`config.mk`:
```
export PLATFORM = sky130hd
export DESIGN_NAME = note_sequencer
export DESIGN_NICKNAME = d
export VERILOG_FILES = /design/src/rtl/note_seq_pkg.sv /design/src/rtl/tempo_divider.sv /design/src/rtl/note_sequencer.sv
export SDC_FILE = /design/constraint.sdc
export NUM_CORES = 1
export LEC_CHECK = 0
export CORE_UTILIZATION = 35
export DETAILED_ROUTE_END_ITERATION = 7
export PLACE_DENSITY = 0.57
export REMOVE_ABC_BUFFERS = 1
export SLEW_MARGIN = 20
export SYNTH_ARGS = -nofsm -noshare
export SYNTH_HDL_FRONTEND = slang
export SYNTH_SLANG_ARGS = --single-unit
```
`constraint.sdc`:
```
create_clock -name clk -period 3.6 [get_ports clk]
set_input_delay 1.08 -clock clk [delete_from_list [all_inputs] [get_ports clk]]
set_output_delay 1.08 -clock clk [all_outputs]
set_load 0.01 [all_outputs]
```
`src/rtl/note_seq_pkg.sv`:
```
// note_seq_pkg
//   Shared definitions for the note sequencer: the sequencer state
//   encoding, the default parameter values and a helper that sizes the
//   tick counter.
package note_seq_pkg;

    typedef enum logic [1:0] {
        IDLE    = 2'd0,
        PLAYING = 2'd1,
        PAUSED  = 2'd2,
        DONE    = 2'd3
    } seq_state_e;

    localparam int unsigned DEF_TICKS_PER_NOTE = 25;
    localparam int unsigned DEF_SONG_LEN       = 32;
    localparam int unsigned DEF_ADDR_W         = 5;

    // Width of a counter that holds 0..ticks-1; never narrower than 1 bit.
    function automatic int unsigned cnt_width(input int unsigned ticks);
        return (ticks > 1) ? $clog2(ticks) : 1;
    endfunction

endpackage

```
`src/rtl/tempo_divider.sv`:
```
// tempo_divider
//   Tick counter that measures out one note. Counts 0..TICKS-1 while
//   enabled and wraps to 0 after the terminal count.
//   Ports:
//     clk      - system clock, rising edge
//     reset    - synchronous active-high reset, counter to 0
//     enable   - advance the count this cycle
//     clear    - force the count to 0 (wins over enable)
//     terminal - high while the count equals TICKS-1
module tempo_divider
    import note_seq_pkg::*;
#(
    parameter int unsigned TICKS = DEF_TICKS_PER_NOTE
) (
    input  logic clk,
    input  logic reset,
    input  logic enable,
    input  logic clear,
    output logic terminal
);

    localparam int unsigned      CNT_W = cnt_width(TICKS);
    localparam logic [CNT_W-1:0] LAST  = CNT_W'(TICKS - 1);

    logic [CNT_W-1:0] count_q;
    logic [CNT_W-1:0] count_d;

    assign terminal = (count_q == LAST);

    always_comb begin
        count_d = count_q;
        if (clear) begin
            count_d = '0;
        end else if (enable) begin
            count_d = terminal ? '0 : count_q + CNT_W'(1);
        end
    end

    always_ff @(posedge clk) begin
        if (reset) begin
            count_q <= '0;
        end else begin
            count_q <= count_d;
        end
    end

endmodule

```
`src/rtl/note_sequencer.sv`:
```
// note_sequencer
//   Steps through the note addresses of a song, holding each note for
//   TICKS_PER_NOTE clock cycles, with play/pause, restart and an end-of-song
//   state. All outputs are registered.
//   Ports:
//     clk         - system clock, rising edge
//     reset       - synchronous active-high reset, overrides everything
//     play        - play/pause level (1 = play, 0 = pause)
//     restart     - one-cycle pulse returning the song to address 0
//     note_addr   - address of the current note to the song memory
//     note_valid  - high while playing
//     note_strobe - one-cycle pulse when a new note starts
//     done        - high once the song has ended
//   Build option:
//     NOTE_SEQ_LOOP_EN - when defined, the song wraps to address 0 and keeps
//                        playing instead of stopping in DONE.
module note_sequencer
    import note_seq_pkg::*;
#(
    parameter int unsigned TICKS_PER_NOTE = DEF_TICKS_PER_NOTE,
    parameter int unsigned SONG_LEN       = DEF_SONG_LEN,
    parameter int unsigned ADDR_W         = DEF_ADDR_W
) (
    input  logic              clk,
    input  logic              reset,
    input  logic              play,
    input  logic              restart,
    output logic [ADDR_W-1:0] note_addr,
    output logic              note_valid,
    output logic              note_strobe,
    output logic              done
);

    localparam logic [ADDR_W-1:0] LAST_ADDR = ADDR_W'(SONG_LEN - 1);

    seq_state_e        state_q, state_d;
    logic [ADDR_W-1:0] addr_q, addr_d;
    logic              strobe_q, strobe_d;
    logic              valid_q, valid_d;
    logic              done_q, done_d;

    logic cnt_en;
    logic cnt_clr;
    logic terminal;

    tempo_divider #(
        .TICKS(TICKS_PER_NOTE)
    ) u_tempo (
        .clk      (clk),
        .reset    (reset),
        .enable   (cnt_en),
        .clear    (cnt_clr),
        .terminal (terminal)
    );

    always_comb begin
        state_d  = state_q;
        addr_d   = addr_q;
        strobe_d = 1'b0;
        cnt_en   = 1'b0;
        cnt_clr  = 1'b0;

        if (restart) begin
            addr_d  = '0;
            cnt_clr = 1'b1;
            if (play) begin
                state_d  = PLAYING;
                strobe_d = 1'b1;
            end else begin
                state_d = IDLE;
            end
        end else begin
            case (state_q)
                IDLE: begin
                    if (play) begin
                        state_d  = PLAYING;
                        addr_d   = '0;
                        cnt_clr  = 1'b1;
                        strobe_d = 1'b1;
                    end
                end
                PLAYING: begin
                    // Pause is checked before the tick so a pause landing on
                    // the terminal count holds the counter there; the advance
                    // then happens on the first playing cycle after resume.
                    if (!play) begin
                        state_d = PAUSED;
                    end else begin
                        cnt_en = 1'b1;
                        if (terminal) begin
                            if (addr_q == LAST_ADDR) begin
`ifdef NOTE_SEQ_LOOP_EN
                                addr_d   = '0;
                                strobe_d = 1'b1;
`else
                                state_d  = DONE;
`endif
                            end else begin
                                addr_d   = addr_q + ADDR_W'(1);
                                strobe_d = 1'b1;
                            end
                        end
                    end
                end
                PAUSED: begin
                    // Resume does not tick; counting restarts next cycle from
                    // the frozen value, and no strobe is issued.
                    if (play) begin
                        state_d = PLAYING;
                    end
                end
                DONE: begin
                    state_d = DONE;
                end
                default: begin
                    state_d = IDLE;
                end
            endcase
        end

        valid_d = (state_d == PLAYING);
        done_d  = (state_d == DONE);
    end

    always_ff @(posedge clk) begin
        if (reset) begin
            state_q  <= IDLE;
            addr_q   <= '0;
            strobe_q <= 1'b0;
            valid_q  <= 1'b0;
            done_q   <= 1'b0;
        end else begin
            state_q  <= state_d;
            addr_q   <= addr_d;
            strobe_q <= strobe_d;
            valid_q  <= valid_d;
            done_q   <= done_d;
        end
    end

    assign note_addr   = addr_q;
    assign note_valid  = valid_q;
    assign note_strobe = strobe_q;
    assign done        = done_q;

endmodule

```
== Word-level counts from Yosys, hierarchy flattened ==
Cells that the tools add are included.
Operators by class
  add/subtract/negate cells: 2
  eq/ne operators: 11
  reduce and logical (&&, ||, !) cells: 6
  mux-type cells: 23
Operator list (count)
  two-way mux 5 bit: 5
  adder 5 x 1 -> 5 bit, second input constant: 2
  == test 5 bit, second input constant: 2
  two-way mux 1 bit: 10
  two-way mux 2 bit: 5
  case mux 5 bit (2 select lines): 1
  == test 2 bit, second input constant: 3
  != test 2 bit, second input constant: 3
  case mux 2 bit (3 select lines): 1
  OR reduction 2 bit: 3
  AND reduction 5 bit: 1
  == test 2 x 1 -> 1 bit, second input constant: 2
  logical NOT 2 bit: 1
  != test 2 x 1 -> 1 bit, second input constant: 1
  case mux 1 bit (2 select lines): 1
  nonzero test 2 bit: 1
Word-level totals
  word-level logic and storage cells: 48
  bits of input ports: 4
  bits in registers: 15
  output and inout bits: 8

== Longest topological paths before layout ==
Gate-level depths: netlist of run 1.
  depth in word-level cells: 7
  gate-level depth with buffers: 7
  depth with buffers taken out: 6

== Modules after synthesis ==
Synthesis of run 1 repeated with hierarchy kept, for this count alone.
Unflattened totals
  cells, all modules: 82
  area total of the unflattened synthesis: 795.8 um2
Modules (own cells, without submodules)
  note_sequencer: area an instance 518.0 um2, times used 1, cells each 51
  tempo_divider: area an instance 277.8 um2, times used 1, cells each 31

== Worst setup path after synthesis of run 1 ==
OpenSTA, ideal clock, no wires.
  path type: input to register
  start point: input port play
  end point: register addr_q[2] (netlist: note_addr[2])
  data arrival time: 2.086 ns
  required time: 3.529 ns
  path slack: 1.443 ns
  library setup time: 0.071 ns
  cell stages on the path: 4
  path buffers: 1
  cells stage by stage: or3b_1 -> buf_6 -> or4_1 -> a21oi_1
Between the ends
  longest elaborated chain between the ends: 2
Ends and longest elaborated chain
  start: declaration: RTL line note_sequencer.sv:26  | input logic play,
  != test 2 bit (no source line)
  AND reduction 5 bit (no source line) *
  end signal: assignment: RTL line note_sequencer.sv:134  | addr_q <= addr_d;
  end: declaration: RTL line note_sequencer.sv:37  | logic [ADDR_W-1:0] addr_q, addr_d;
Mark *: on every way between the ends. The rest lies on a longest branch, timed or not.
A chain may end at the register's enable or synchronous reset.

== Final worst setup path of run 1 ==
  start point: input port play
  end point: register addr_q[3] (netlist: note_addr[3])
Same word-level chain as after synthesis.

==> metrics, run 1 <==
status=finished, final reports clean; DRT Pass-1 Iters=4; Crit path required time=3820 ps; ys async rst share=0%; Critical Path Source Type=input port; fraction of layout cells with a size suffix above 1=7.78%; Port Buffers=11; cells after synthesis=78; total leakage power=0.319 nW; initial antenna violation count=0; setup bufs post-CTS=0; total CTS buffers=3; Max-cap violations=0; Primary FF master, synth=dfxtp_1; RSZ-0062 raised after global routing=false; Power per Cell Area=328 nW/um2; met1 usage=19.1%; Antenna Violating Nets Remaining=0; met3 Use GR=2.64%; Remaining DRCs=0; Hold Fails Final Rpt=0; post-synthesis cell area=731 um2; Crit. End Element=flop; width of the die=47.7 um; die footprint=2270 um2; Most Crowded Layer GR=met1; worst vdd ir=0.000203 V; worst slew pin tran=482 ps; mean area per synthesized cell=9.37 um2; Row Count=16; drt wl/cell=11.5 um; Clk Latency, worst-skew pair=280 ps; Pwr Total=0.000289 W; Setup Skew=0.792 ps; setup TNS=0 ps; Root Buffer=clkbuf_4; final net count=99; final global-route overflow total=0; area leader, netlist=dfxtp_1; Seq/Total Area, Yosys=41.1%; GRT Total Usage=13.3%; post-CTS resize count=0; DR iter-0 viols=7; core area=1960 um2; Final Setup Violations=0; die height=47.7 um; fillcell total=218; CTS tree=yes; largest net degree at the start of global routing=15; Detailed Place HPWL=920 um; post-DR vias/cell=5.21; number of global-route vias before repair=478; Clock Tree Buf Depth=2; Synth top area share=41.1%; via count=610; Slew Limit Fails=0; antenna cells=0; global-route wire length before repair=2080 um; minimum clock period=2580 ps; fin crit share=71.7%; io pins=12; synth top area cells=dfxtp_1 41%, ha_1 6.8%, a311oi_1 3.6%, a21oi_1 3.4%, o31ai_1 3.1%; area grow syn2layout=20.7%; Critical Path AT=2800 ps; Post-synth EDFFs=0; yosys warns=0; synth unique cells=34; final core utilization=45.0%; critical path class=input port to flop; number of synthesized register bits=15; worst min path class=flop to flop; M2 GR Usage=17.0%; clk sinks=15; CTS H-tree lvls=1; worst rel slew slack=67.7%; Initial Utilization=37.2%; Inst Count DP=113; Post-Layout Cell Count=117; Max Fclk=387 MHz; crit-path max FO=11; routability cong.=0.741; final WL=1340 um; Hold Buf Count CTS=0; Reg clk slew, reported paths=90 ps
## layout make-up
| type | instances | area (um2) | share of cell area [%] |
|---|---|---|---|
| Multi-Input combinational cell | 55 | 393 | 44.5 |
| Sequential cell | 15 | 300 | 34.0 |
| Timing Repair Buffer | 11 | 110 | 12.5 |
| Tap cell | 27 | 33.8 | 3.83 |
| Clock buffer | 4 | 26.3 | 2.98 |
| Inverter | 5 | 18.8 | 2.13 |
## state kept, by name, indices dropped and copies added (netlist names)
signal,flops
state_q,2
note_strobe,1
note_addr,5
done,1
u_tempo.count_q,5
note_valid,1
## where the power goes
group	total (W)	internal [W]	leakage (nW)	switching (W)
registers	0.000169	0.000168	0.122	0.00000130
logic	0.0000211	0.0000106	0.182	0.0000106
clock network	0.0000984	0.0000431	0.0150	0.0000553
## worst max-delay path: stages
cell and delay, ps:
clkdlybuf4s50_1 570, or3b_1 510, or4_1 500, a21oi_1 140
## cell usage in the layout (no fill, tap or decap), drive strengths merged, types with 2 or more instances in the layout
cell type / netlist / final
a21oi: 5 / 5
a311oi: 3 / 3
a41oi: 2 / 2
clkbuf: 2 / 4
clkdlybuf4s50: 0 / 11
dfxtp: 15 / 15
ha: 4 / 4
inv: 5 / 5
nand2: 5 / 5
nand3: 4 / 4
nor2: 2 / 2
nor3: 2 / 2
o21ai: 2 / 2
o31ai: 3 / 3
or3: 3 / 3
or3b: 2 / 2
or4: 2 / 2
## Yosys cell counts (2+ instances only)
cell / number
ha_1: 4
nand3_1: 4
clkbuf_1: 2
nor3_1: 2
o21ai_0: 2
a41oi_1: 2
o31ai_1: 3
inv_1: 5
or3_1: 3
a21oi_1: 5
dfxtp_1: 15
a311oi_1: 3
nor2_1: 2
or4_1: 2
nand2_1: 5
## per-stage QoR
stage	setup slack (ps)	hold WS [ps]	instance area (um2)
6_report	1020	497	882
5_1_grt	902	525	882
4_1_cts	1030	500	882
3_5_place_dp	729	486	856
3_3_place_gp	762	481	856
2_1_floorplan	1400	466	712
## final timing paths
check | depth (start not counted) | startpoint | end | slack [ps]
worst min-delay path | 2 | note_addr[3]$_SDFFE_PP0P_ | note_addr[3]$_SDFFE_PP0P_ | 500
worst max-delay path | 4 | play | note_addr[3]$_SDFFE_PP0P_ | 1020
worst max register to register | 6 | note_addr[0]$_SDFFE_PP0P_ | note_addr[3]$_SDFFE_PP0P_ | 1480
worst min register to register | 2 | note_addr[3]$_SDFFE_PP0P_ | note_addr[3]$_SDFFE_PP0P_ | 500
## cells by family after synthesis
family | after synthesis | synth area share (%)
DFF | 15 | 41.1
adders and majority gates | 4 | 6.85
and+or+nand+nor | 28 | 24.1
buffers and inverters | 8 | 5.14
AOI/OAI and AO/OA | 22 | 21.4
muxes | 1 | 1.37
## layer usage
layer  wire length, um  up-vias  part of all wire, %
met4                31        0                  2.3
met5                 0        -                    0
met3                45        4                  3.4
met2               580       10                   43
met1               685      272                   51
li1                  -      324                    -
(Power assumes the default switching activity.)
==> run 2: changes to the inputs <==
- clock period: 3.6 -> 2.39 ns (I/O delays scaled with it)
==> metrics, run 2 (synthesis results as in run 1) <==
status=finished, final reports clean; final WL=1380 um (+2.8%); R2R depth=6 (unchanged); R2R Path End=note_addr[3]$_SDFFE_PP0P_; Antenna Violating Nets Remaining=0 (unchanged); number of global-route vias before repair=529 (+11%); area grow syn2layout=25.9%; critical path's slowest cell=or4_1; Critical Path Source Type=flop; die height=47.7 um (unchanged); worst min path class=flop to flop; Power per Cell Area=471 nW/um2 (+44%); post-CTS resize count=0 (unchanged); r2r startpoint=note_addr[0]$_SDFFE_PP0P_; Setup Skew=3.05 ps (+2.26 ps); Critical Path AT=2250 ps (-550 ps); largest net degree at the start of global routing=10 (-5); register area=300 um2 (unchanged); DRT Pass-1 Iters=4 (unchanged); RSZ-0062 raised after global routing=false; critical path's largest stage delay=480 ps (-90 ps); die footprint=2270 um2 (unchanged); crit path buf inv count=0 (-1); WHS=498 ps (+0.317 ps); Slew Limit Fails=0 (unchanged); Multi-input gate area=393 um2 (unchanged); total CTS buffers=3 (unchanged); CTS H-tree lvls=1 (unchanged); DP Worst Slack=58.1 ps (-671 ps); CTS tree=yes; Port Buffers=11 (unchanged); core area=1960 um2 (unchanged); R2R Setup Slk=340 ps (-1140 ps); setup slack after layout=341 ps (-676 ps); Crit. End Element=flop; Remaining DRCs=0 (unchanged); DR iter-0 viols=10 (+3); final net count=104 (+5.1%); Critical Path Most Common Cell=ha_1; Root Buffer=clkbuf_4; minimum clock period=2050 ps; Clk Latency, worst-skew pair=270 ps (about the same); global-route wire length before repair=2240 um (+8.0%); worst hold path depth=2 (unchanged); Row Count=16 (unchanged); post-DR vias/cell=5.17 (-0.80%); commonest non-fill, non-tap cells in the layout=15 x dfxtp_1, 11 x clkdlybuf4s50_1; total leakage power=0.342 nW (+7.3%); worst rel slew slack=78.9% (+11 points); setup bufs post-CTS=0 (unchanged); Crit path required time=2590 ps (-1230 ps); Hold Buf Count CTS=0 (unchanged); most common cell after layout, fill and taps aside=dfxtp_1; GRT Total Usage=13.9% (+0.59 points); Final Setup Violations=0 (unchanged); crit path cell chain=ha_1 > and3_1 > ha_1 > or3b_1 > or4_1 > a21oi_1; Hold Path Origin=note_addr[3]$_SDFFE_PP0P_; Hold Fails Final Rpt=0 (unchanged); worst slew pin tran=315 ps (-167 ps); Detailed Place HPWL=1060 um (+15%); width of the die=47.7 um (unchanged); io pins=12 (unchanged); Max-cap violations=0 (unchanged); fraction of layout cells with a size suffix above 1=12.6% (+4.9 points); crit-path max FO=6 (-5); initial antenna violation count=0 (unchanged); Reg clk slew, reported paths=80 ps (about the same); final global-route overflow total=0 (unchanged); family with the most delay on the worst path=simple AND/OR/NAND/NOR gates; antenna cells=0 (unchanged); Max Fclk=488 MHz; Clock Tree Buf Depth=2 (unchanged); setup TNS=0 ps (unchanged); Hold EP=note_addr[3]$_SDFFE_PP0P_; worst vdd ir=0.000238 V (+17%); critical path class=flop to flop; clk sinks=15 (unchanged); fillcell total=214 (-1.8%); Initial Utilization=37.2% (unchanged); via count=631 (+3.4%); routability cong.=0.676 (-8.8%); fin crit share=85.7%; drt wl/cell=11.3 um (-1.4%)
## run 2: cell types whose count changed in the layout (fill, tap and decap cells not counted)
cell,change
buf_4,+5
## run 2: final cells by class
class / instances / area share (%)
timing repair buffer: 16 / 16.1
sequential: 15 / 32.7
clock buffer: 4 / 2.86
inverter: 5 / 2.04
tap: 27 / 3.67
multi-input combinational: 55 / 42.7
## run 2: layer usage
| metal | track usage, % | part of all wire (%) | vias to the layer above |
|---|---|---|---|
| met4 | 5.00 | 0.65 | 0 |
| met2 | 20.8 | 46 | 12 |
| li1 | - | - | 331 |
| met5 | 0 | 0 | - |
| met1 | 19.0 | 50 | 286 |
| met3 | 3.77 | 3.3 | 2 |
## run 2: per-stage QoR
stage | utilization [%] | total power (W) | instance area [um2] | std cells
after global routing | 46.9 | 0.000456 | 920 | 122
final | 46.9 | 0.000433 | 920 | 122
after detailed placement | 45.5 | 0.000298 | 893 | 118
after floorplan | - | 0.000277 | 712 | 75
after CTS | 46.9 | 0.000441 | 920 | 122
after global placement | 45.5 | 0.000298 | 893 | 118
## run 2: worst max-delay path by stage
| stage | cells past startpoint | endpoint | from | slack [ps] |
|---|---|---|---|---|
| after global placement | 4 | note_addr[3]$_SDFFE_PP0P_ | play | 80 |
| after global routing | 6 | note_addr[3]$_SDFFE_PP0P_ | note_addr[0]$_SDFFE_PP0P_ | 230 |
| after detailed placement | 4 | note_addr[3]$_SDFFE_PP0P_ | play | 60 |
| after CTS | 6 | note_addr[3]$_SDFFE_PP0P_ | note_addr[0]$_SDFFE_PP0P_ | 330 |
| after floorplan | 6 | note_addr[3]$_SDFFE_PP0P_ | note_addr[0]$_SDFFE_PP0P_ | 370 |
| final | 6 | note_addr[3]$_SDFFE_PP0P_ | note_addr[0]$_SDFFE_PP0P_ | 340 |
## run 2: worst reg2reg max path, delay by kind of cell (launching register included)
family	cells	cell delay (ps)
and+or+nand+nor	3	1080
adders and majority gates	2	410
DFF	1	350
AOI/OAI and AO/OA	1	150
## run 2: power breakdown
group | leakage [nW] | internal (W) | switching, W
registers | 0.122 | 0.000253 | 0.00000208
clock network | 0.0150 | 0.0000646 | 0.0000761
logic | 0.205 | 0.0000202 | 0.0000169
total | 0.342 | 0.000338 | 0.0000950
==> run 3: changes to the inputs <==
- MAX_ROUTING_LAYER: unset -> met4
==> metrics, run 3 (synthesis results as in run 1) <==
GRT Total Usage=14.2% (+0.36 points); most common cell after layout, fill and taps aside=dfxtp_1; setup bufs post-CTS=0 (unchanged); number of global-route vias before repair=532 (+0.57%); critical path's largest stage delay=480 ps (about the same); Initial Utilization=37.2% (unchanged); DRT Pass-1 Iters=4 (unchanged); worst rel slew slack=78.7% (-0.18 points); Clk Latency, worst-skew pair=280 ps (about the same); RSZ-0062 raised after global routing=false; worst vdd ir=0.000238 V (about the same); Crit path required time=2600 ps (about the same); final WL=1390 um (+0.65%); Pwr Total=0.000434 W (+0.34%); io pins=12 (unchanged); global-route wire length before repair=2220 um (-0.94%); Final Cell Area=920 um2 (unchanged); fraction of layout cells with a size suffix above 1=12.6% (unchanged); dpl cell area=893 um2 (unchanged); CTS tree=yes; total leakage power=0.342 nW (unchanged); Antenna Violating Nets Remaining=0 (unchanged); Hold Buf Count CTS=0 (unchanged); post-CTS resize count=0 (unchanged); Final Setup Violations=0 (unchanged); setup TNS=0 ps (unchanged); status=finished, final reports clean; Row Count=16 (unchanged); Root Buffer=clkbuf_4; Hold Fails Final Rpt=0 (unchanged); final global-route overflow total=0 (unchanged); critical path's slowest cell=or4_1; family with the most delay on the worst path=simple AND/OR/NAND/NOR gates; Critical Path Most Common Cell=ha_1; critical path class=flop to flop; die height=47.7 um (unchanged); crit path cell chain=ha_1 > and3_1 > ha_1 > or3b_1 > or4_1 > a21oi_1; Crit. End Element=flop; die footprint=2270 um2 (unchanged); drt wl/cell=11.4 um (+0.65%); crit path buf inv count=0 (unchanged); Critical Path AT=2250 ps (about the same); minimum clock period=2050 ps (+0.967 ps); commonest non-fill, non-tap cells in the layout=15 x dfxtp_1, 11 x clkdlybuf4s50_1; core area=1960 um2 (unchanged); worst min path class=flop to flop; DP Worst Slack=58.1 ps (unchanged); setup slack after layout=340 ps (-0.967 ps); crit-path max FO=6 (unchanged); Remaining DRCs=0 (unchanged); antenna cells=0 (unchanged); Reg clk slew, reported paths=80 ps (about the same); worst slew pin tran=319 ps (+3.59 ps); Max-cap violations=0 (unchanged); Power per Cell Area=472 nW/um2 (+0.34%); largest net degree at the start of global routing=10 (unchanged); initial antenna violation count=0 (unchanged); total CTS buffers=3 (unchanged); fin crit share=85.8% (about the same); width of the die=47.7 um (unchanged); Post-Layout Cell Count=122 (unchanged); CTS H-tree lvls=1 (unchanged); clk sinks=15 (unchanged); Max Fclk=488 MHz (about the same); via count=626 (-0.79%); final net count=104 (unchanged); Slew Limit Fails=0 (unchanged); Inst Count DP=118 (unchanged); Port Buffers=11 (unchanged); Clock Tree Buf Depth=2 (unchanged); Detailed Place HPWL=1060 um (unchanged); DR iter-0 viols=8 (-2); post-DR vias/cell=5.13 (-0.79%); Critical Path Source Type=flop; routability cong.=0.683 (+0.99%); Setup Skew=4.84 ps (+1.80 ps); area grow syn2layout=25.9% (unchanged)
==> run 3: cell counts in the layout (fill, tap and decap cells not counted) <==
No cell type changed its count.
==> run 3: area by class of cell <==
class | instances | area, um2
Clock buffer | 4 | 26.3
Fill cell | 214 | 1040
Inverter | 5 | 18.8
Tap cell | 27 | 33.8
Timing Repair Buffer | 16 | 148
Multi-Input combinational cell | 55 | 393
Sequential cell | 15 | 300
==> run 3: worst paths after layout <==
kind / slack, ps / start / end / depth (start not counted)
min: 500 / note_addr[3]$_SDFFE_PP0P_ / note_addr[3]$_SDFFE_PP0P_ / 2
min reg2reg: 500 / note_addr[3]$_SDFFE_PP0P_ / note_addr[3]$_SDFFE_PP0P_ / 2
max: 340 / note_addr[0]$_SDFFE_PP0P_ / note_addr[3]$_SDFFE_PP0P_ / 6
max reg2reg: 340 / note_addr[0]$_SDFFE_PP0P_ / note_addr[3]$_SDFFE_PP0P_ / 6
==> run 3: routing by layer <==
| layer | up-vias | wire length, um | global-route usage [%] |
|---|---|---|---|
| li1 | 331 | - | - |
| met1 | 279 | 708 | 18.7 |
| met2 | 14 | 632 | 21.1 |
| met3 | 2 | 38 | 3.40 |
| met4 | 0 | 9 | 5.00 |
| met5 | - | 0 | - |
==> run 3: stage by stage <==
step           util, %  hold WS [ps]
6_report          46.9           498
5_1_grt           46.9           535
4_1_cts           46.9           501
3_5_place_dp      45.5           489
3_3_place_gp      45.5           483
2_1_floorplan        -           466
==> run 3: power breakdown <==
| group | internal [W] | total [W] | switching [W] |
|---|---|---|---|
| Combinational | 0.0000202 | 0.0000371 | 0.0000169 |
| Sequential | 0.000253 | 0.000255 | 0.00000208 |
| Clock | 0.0000646 | 0.000142 | 0.0000774 |
==> run 3: tightest hold or removal path, stage by stage, from the launching register on <==
cell	delay [ps]
dfxtp_1	330
o31ai_1	60
a21oi_1	60
